<file path="src/rtl/pwm_regfile_pkg.sv">
// Shared constants and types for the PWM shadow register file.
package pwm_regfile_pkg;

  // Byte offsets inside a 16-byte channel window
  localparam logic [3:0] OFS_CTRL       = 4'h0;
  localparam logic [3:0] OFS_PERIOD_MSB = 4'h1;
  localparam logic [3:0] OFS_PERIOD_LSB = 4'h2;
  localparam logic [3:0] OFS_A_ACTION   = 4'h3;
  localparam logic [3:0] OFS_A_COMPA_MSB = 4'h4;
  localparam logic [3:0] OFS_A_COMPA_LSB = 4'h5;
  localparam logic [3:0] OFS_A_COMPB_MSB = 4'h6;
  localparam logic [3:0] OFS_A_COMPB_LSB = 4'h7;
  localparam logic [3:0] OFS_A_DEADBAND = 4'h8;
  localparam logic [3:0] OFS_B_ACTION   = 4'h9;
  localparam logic [3:0] OFS_B_COMPA_MSB = 4'hA;
  localparam logic [3:0] OFS_B_COMPA_LSB = 4'hB;
  localparam logic [3:0] OFS_B_COMPB_MSB = 4'hC;
  localparam logic [3:0] OFS_B_COMPB_LSB = 4'hD;
  localparam logic [3:0] OFS_B_DEADBAND = 4'hE;
  localparam logic [3:0] OFS_STATUS     = 4'hF;

  localparam int CHANNEL_STRIDE   = 16;
  localparam int REGS_PER_CHANNEL = 15;
  localparam int SHDW_BIT         = 7;

  // Key values for the write-lock sequence
  localparam logic [7:0] KEY_LOCK    = 8'hC3;
  localparam logic [7:0] KEY_UNLOCK1 = 8'h3C;
  localparam logic [7:0] KEY_UNLOCK2 = 8'hA5;

  typedef enum logic [1:0] {
    UNLOCKED     = 2'd0,
    LOCKED       = 2'd1,
    UNLOCK_ARMED = 2'd2
  } lock_state_t;

endpackage

</file>
<file path="src/rtl/pwm_channel_regbank.sv">
// One channel's shadow/active register pair with pending/updated status
// and period-boundary commit.
module pwm_channel_regbank
  import pwm_regfile_pkg::*;
(
  input  logic                            i_clk,
  input  logic                            i_reset,
  input  logic                            wr_en,
  input  logic [3:0]                      wr_offset,
  input  logic [7:0]                      wr_data,
  input  logic                            commit,
  input  logic [3:0]                      rd_offset,
  output logic [7:0]                      rd_data,
  output logic [REGS_PER_CHANNEL*8-1:0]   active_regs
);

  logic [7:0] shadow_regs [REGS_PER_CHANNEL];
  logic [7:0] active_q    [REGS_PER_CHANNEL];
  logic       pending;
  logic       updated;

  logic shdw;
  logic reg_write;
  logic status_write;
  logic shadowed_write;

  assign shdw           = active_q[OFS_CTRL][SHDW_BIT];
  assign reg_write      = wr_en && (wr_offset != OFS_STATUS);
  assign status_write   = wr_en && (wr_offset == OFS_STATUS);
  // Control is never held back; everything else waits for commit when SHDW=1
  assign shadowed_write = reg_write && (wr_offset != OFS_CTRL) && shdw;

  // Register storage: commit copies shadow first, a direct write overrides it
  always_ff @(posedge i_clk or posedge i_reset) begin
    if (i_reset) begin
      for (int k = 0; k < REGS_PER_CHANNEL; k++) begin
        shadow_regs[k] <= 8'h00;
        active_q[k]    <= 8'h00;
      end
    end else begin
      // Commit uses the pre-write shadow, so a same-edge write stays pending
      if (commit) begin
        for (int k = 1; k < REGS_PER_CHANNEL; k++) begin
          active_q[k] <= shadow_regs[k];
        end
      end
      if (reg_write) begin
        shadow_regs[wr_offset] <= wr_data;
        if (!shadowed_write) begin
          active_q[wr_offset] <= wr_data;
        end
      end
    end
  end

  // Status flags: a new shadowed write re-arms pending; updated set beats W1C clear
  always_ff @(posedge i_clk or posedge i_reset) begin
    if (i_reset) begin
      pending <= 1'b0;
      updated <= 1'b0;
    end else begin
      if (commit) begin
        pending <= 1'b0;
      end
      if (shadowed_write) begin
        pending <= 1'b1;
      end
      if (status_write && wr_data[1]) begin
        updated <= 1'b0;
      end
      if (commit && pending) begin
        updated <= 1'b1;
      end
    end
  end

  // Host read view: shadow contents, or the status byte at offset 0xF
  always_comb begin
    rd_data = 8'h00;
    if (rd_offset == OFS_STATUS) begin
      rd_data = {6'b0, updated, pending};
    end else begin
      rd_data = shadow_regs[rd_offset];
    end
  end

  generate
    for (genvar gi = 0; gi < REGS_PER_CHANNEL; gi++) begin : g_active_out
      assign active_regs[gi*8 +: 8] = active_q[gi];
    end
  endgenerate

endmodule

</file>
<file path="src/rtl/pwm_shadow_register_file.sv">
// Double-buffered PWM configuration register file: address decode, read mux,
// GLOBAL forced commit and optional write-lock.
// Optional feature macro: PWM_REGFILE_LOCK_EN (maps KEY register and lock FSM).
module pwm_shadow_register_file
  import pwm_regfile_pkg::*;
#(
  parameter int CHANNELS      = 3,
  parameter int ADDRESS_WIDTH = 6
) (
  input  logic                              i_clk,
  input  logic                              i_reset,
  input  logic                              i_write_en,
  input  logic [ADDRESS_WIDTH-1:0]          i_address,
  input  logic [7:0]                        i_data,
  output logic [7:0]                        o_data,
  input  logic [CHANNELS-1:0]               i_period_end,
  output logic [CHANNELS*15*8-1:0]          o_active_regs,
  output logic                              o_write_error
);

  localparam logic [ADDRESS_WIDTH-1:0] GLOBAL_ADDR =
    ADDRESS_WIDTH'(CHANNELS * CHANNEL_STRIDE);

  logic                     lock;
  logic                     write_ok;
  logic                     in_channel;
  logic [ADDRESS_WIDTH-5:0] chan_sel;
  logic [3:0]               offset;
  logic [CHANNELS-1:0]      force_commit;
  logic [CHANNELS-1:0]      commit;
  logic [7:0]               chan_rd [CHANNELS];

  assign in_channel = (i_address < GLOBAL_ADDR);
  assign chan_sel   = i_address[ADDRESS_WIDTH-1:4];
  assign offset     = i_address[3:0];
  assign write_ok   = i_write_en && !lock;

  // GLOBAL bits above CHANNELS fall off the slice and are ignored
  assign force_commit = (write_ok && (i_address == GLOBAL_ADDR)) ?
                        i_data[CHANNELS-1:0] : '0;
  assign commit       = i_period_end | force_commit;

  generate
    for (genvar gi = 0; gi < CHANNELS; gi++) begin : g_channel
      pwm_channel_regbank u_bank (
        .i_clk       (i_clk),
        .i_reset     (i_reset),
        .wr_en       (write_ok && in_channel &&
                      (chan_sel == (ADDRESS_WIDTH-4)'(gi))),
        .wr_offset   (offset),
        .wr_data     (i_data),
        .commit      (commit[gi]),
        .rd_offset   (offset),
        .rd_data     (chan_rd[gi]),
        .active_regs (o_active_regs[gi*REGS_PER_CHANNEL*8 +: REGS_PER_CHANNEL*8])
      );
    end
  endgenerate

`ifdef PWM_REGFILE_LOCK_EN
  localparam logic [ADDRESS_WIDTH-1:0] KEY_ADDR = GLOBAL_ADDR + 1'b1;

  lock_state_t lock_state;
  lock_state_t lock_state_next;
  logic        key_write;
  logic        mapped_write;
  logic        error_next;

  assign key_write    = i_write_en && (i_address == KEY_ADDR);
  assign mapped_write = i_write_en && (in_channel || (i_address == GLOBAL_ADDR));
  assign lock         = (lock_state != UNLOCKED);

  // Lock state register and registered rejection pulse
  always_ff @(posedge i_clk or posedge i_reset) begin
    if (i_reset) begin
      lock_state    <= UNLOCKED;
      o_write_error <= 1'b0;
    end else begin
      lock_state    <= lock_state_next;
      o_write_error <= error_next;
    end
  end

  // Lock sequencing: C3 locks; 3C then immediately A5 unlocks
  always_comb begin
    lock_state_next = lock_state;
    error_next      = 1'b0;
    case (lock_state)
      UNLOCKED: begin
        if (key_write && (i_data == KEY_LOCK)) begin
          lock_state_next = LOCKED;
        end
      end
      LOCKED: begin
        if (key_write && (i_data == KEY_UNLOCK1)) begin
          lock_state_next = UNLOCK_ARMED;
        end
        // Unmapped writes are silently dropped, never flagged
        error_next = mapped_write;
      end
      UNLOCK_ARMED: begin
        if (i_write_en) begin
          if (key_write && (i_data == KEY_UNLOCK2)) begin
            lock_state_next = UNLOCKED;
          end else begin
            lock_state_next = LOCKED;
          end
        end
        error_next = mapped_write;
      end
      default: begin
        lock_state_next = LOCKED;
      end
    endcase
  end
`else
  assign lock          = 1'b0;
  assign o_write_error = 1'b0;
`endif

  // Combinational read mux; GLOBAL and unmapped addresses read zero
  always_comb begin
    o_data = 8'h00;
    if (in_channel) begin
      for (int c = 0; c < CHANNELS; c++) begin
        if (chan_sel == (ADDRESS_WIDTH-4)'(c)) begin
          o_data = chan_rd[c];
        end
      end
    end
`ifdef PWM_REGFILE_LOCK_EN
    else if (i_address == KEY_ADDR) begin
      o_data = {7'b0, lock};
    end
`endif
  end

endmodule
</file>
<file path="config.mk">
export PLATFORM = sky130hd
export DESIGN_NAME = pwm_shadow_register_file
export DESIGN_NICKNAME = d
export VERILOG_FILES = /design/src/rtl/pwm_regfile_pkg.sv /design/src/rtl/pwm_channel_regbank.sv /design/src/rtl/pwm_shadow_register_file.sv
export SDC_FILE = /design/constraint.sdc
export NUM_CORES = 2
export LEC_CHECK = 0
export ABC_AREA = 0
export CORE_MARGIN = 5
export CORE_UTILIZATION = 30
export CTS_CLUSTER_SIZE = 30
export DETAILED_ROUTE_END_ITERATION = 10
export GPL_ROUTABILITY_DRIVEN = 1
export GPL_TIMING_DRIVEN = 0
export PLACE_DENSITY = 0.59
export SLEW_MARGIN = 20
export SYNTH_ARGS = -nofsm -noshare
export SYNTH_HDL_FRONTEND = slang
export SYNTH_SLANG_ARGS = --single-unit
</file>
<file path="constraint.sdc">
create_clock -name i_clk -period 28.4 [get_ports i_clk]
set_input_delay 5.68 -clock i_clk [delete_from_list [all_inputs] [get_ports i_clk]]
set_output_delay 5.68 -clock i_clk [all_outputs]
set_load 0.01 [all_outputs]
</file>
==> flow_summary.toml <==
[clocking]
htreeDepth = 3
postCtsHoldBufs = 0
clkLatencyLatePin_ns = 0.66
cts_buffers = 82
postCtsSetupBuffers = 0
clkSlewWorstSetupHoldPaths_ns = 0.06
cts_buffer_depth = 3
cts_tree = "yes"
cts.repair.resized = 0
cts_sinks = 726
root_buffer = "clkbuf_16"

[critical_path]
startpoint_type = "primary input"
crit_type = "primary input to output pin"
r2r_start = "g_channel[2].u_bank.active_regs[7]$_DFFE_PP0P_"
reg2reg_depth = 4
cpMostUsedCell = "buf_2"
crit_slowest_cell = "a221oi_1"
crit_required_ns = 22.72
endpoint_kind = "output pin"
cp_cell_sequence = "clkdlybuf4s50_1, buf_2, buf_2, buf_2, nor3_1, a2111oi_0, a21oi_1, a221oi_1, clkdlybuf4s50_1"
arrival_ns = 10.35
r2r_end = "g_channel[2].u_bank.active_regs[31]$_DFF_PP0_"
critPathMaxFanout = 10
max_stage_delay_ns = 0.84
r2r_setup_slack_ns = 26.64

[min_path]
hp-class = "flip-flop to flip-flop"
min_path_cells = 2
min_to = "g_channel[0].u_bank.active_regs[5]$_DFFE_PP0P_"
min_from = "g_channel[0].u_bank.active_regs[5]$_DFFE_PP0P_"

[layout]
drive_above_1_share = 0.220
layout_commonest_cell = "dfrtp_1"
final_cell_mix = "dfrtp_1, nand2_1, clkdlybuf4s50_1"
nets = 3340
fillers = 11000
fin_util = 0.378
syn_to_final_growth_pct = 25.2
seq_area_sq_mm = 0.0182
stdcell_area_sq_mm = 0.0426
multi_input_area_sq_mm = 0.0145

[floorplan]
die_area_sq_mm = 0.120
fp.dieH_um = 347
start_util = 0.302
ioPinCount = 389
row_count = 123
fp.coreArea_sq_mm = 0.112
die_x_um = 347

[timing]
worst_slew_pin_slew_ns = 1.28
finalSetupViolCount = 0
tns_ns = 0
hold_viol = 0
period_needed_ns = 16.03
max_freq_mhz = 62.4
fin_worst_skew_ns = 0.0233
drv_slew = 0
finalCritPeriodShare = 0.564
rsz0062_at_grt = "no"
maxSlewHeadroom = 0.144
timing.hold.ws_ns = 0.474

[yosys]
synth-simple-area-share = 0.0888
synth-xor-area-share = 0
synthCells = 2849
synth_seq_area_share = 0.534
synth-edff-count = 0
syn_nets = 2869
async_reset_ff_frac = 1.00
muxShareOfSynthArea = 0.269
postSynthAreaPerCell_sq_um = 11.9
synthFlopType = "dfrtp_1"
yosys.area.top_type_share = 0.534
synth_top_family_by_area = "multiplexers"
synth_compound_area_frac = 0.0683
synth-seq-cells = 726
synth_fa_ha_area_frac = 0
synth_top_cell_by_area = "dfrtp_1"
yosysWarnings = 0
synth_top_cells_by_area = "dfrtp_1, mux2_2, mux2i_1, nand2_1, mux4_2"
synth.distinct_cells = 63
syn_area_sq_mm = 0.0340

[route]
vias = 26100
wl_per_cell_um = 30.2
drt_iter0_drc = 2834
drt_pre_antenna_iters = 6
via_per_inst = 5.34
ant_nets = 0
drc = 0
drt_wl_total_um = 148000

[power]
power_leakage_nw = 19.3
powerDensity_mw_per_mm2 = 70.5
peakVddDrop_uv = 51.8

[run]
max-cap-violations = 0

[placed_design]
dp_hpwl_um = 109000
place_area_sq_mm = 0.0399
port_buffers = 377
place.gp.congestion = 0.989

[global_route]
track_usage = 0.238
grt_pass1_vias = 25600
grt_pass1_wl_um = 205000
antenna_found_initial = 14
grt-ovfl-total = 0
grt_max_degree = 96

[run_status]
status = "completed"
kinds of logic (layout without fill, tap and decap cells):
kind of cell / count (synthesis) / count (layout)
AO/OA/AOI/OAI: 426 / 426
multiplexers: 781 / 781
AND/OR/NAND/NOR: 669 / 669
flip-flops: 726 / 726
buffers and inverters: 246 / 779
other: 1 / 5
stage by stage:
step                instances  worst slack, ns  total power, W
floorplan                2849             2.35         0.00157
global placement         4726            -7.47         0.00194
detailed placement       4736            12.58         0.00195
CTS                      4882            12.54         0.00301
global route             4885            12.27         0.00310
finish                   4886            12.37         0.00300
cells in the mapped netlist, types with 3 or more instances:
cell type,number
a22oi_1,7
and2_1,13
o21ai_1,111
nor4_1,3
buf_6,32
a31oi_1,3
mux2_2,354
a211oi_1,6
and2b_1,3
buf_2,75
buf_4,19
nand3_1,26
a221oi_1,4
nor2b_1,9
nor2_8,5
nor2_2,11
o2bb2ai_1,4
nand3b_1,3
nor3_1,9
a221o_1,5
nand2_2,3
dfrtp_1,726
mux4_2,70
inv_1,7
o21ai_0,230
nor2_4,15
clkbuf_1,112
and3_1,4
a21oi_1,31
a22o_1,4
nor2_1,37
mux2i_1,357
nand2_1,505
o211ai_1,3
sequential cells by signal, summed over array words and instances (netlist names):
name                          cells
g_channel.u_bank.shadow_regs    360
g_channel.u_bank.updated          3
g_channel.u_bank.pending          3
g_channel.u_bank.active_regs    360
area by class of cell:
class,count,share of cell area
sequential,726,0.427
multi-input combinational,1877,0.341
timing repair buffer,387,0.0940
clock buffer,119,0.0560
tap,1500,0.0441
buffer,239,0.0311
clock inverter,27,0.00605
inverter,7,0.000793
antenna,4,0.000235
per-layer routing:
layer / GRT usage / share of wire / wire [um]
met1: 0.311 / 0.41 / 60000
met2: 0.379 / 0.46 / 68100
met3: 0.0757 / 0.10 / 14800
met4: 0.0722 / 0.032 / 4710
met5: 0 / 0.00020 / 30
how the worst max path moves through the flow:
stage	end	startpoint	slack, ns	cells past startpoint
4_1_cts	o_data[0]	i_address[0]	12.54	9
6_report	o_data[0]	i_address[0]	12.37	9
3_5_place_dp	o_data[0]	i_address[0]	12.58	9
5_1_grt	o_data[0]	i_address[0]	12.27	9
2_1_floorplan	g_channel[0].u_bank.active_regs[0]$_DFFE_PP0P_	i_reset	2.35	1
3_3_place_gp	g_channel[1].u_bank.active_regs[74]$_DFF_PP0_	i_reset	-7.47	2
worst max-delay path: cells and delay by family:
kind	cells	cell delay, ns
buffers and inverters	5	2.71
AO/OA/AOI/OAI	3	1.79
AND/OR/NAND/NOR	1	0.15
power by group:
group	switching, W	leakage, nW	internal [W]
logic	0.000304	8.35	0.000293
clock network	0.000454	1.31	0.000611
registers	0.000156	9.65	0.00119
total	0.000914	19.3	0.00209
Note: power is estimated with default switching activity, not from simulation.
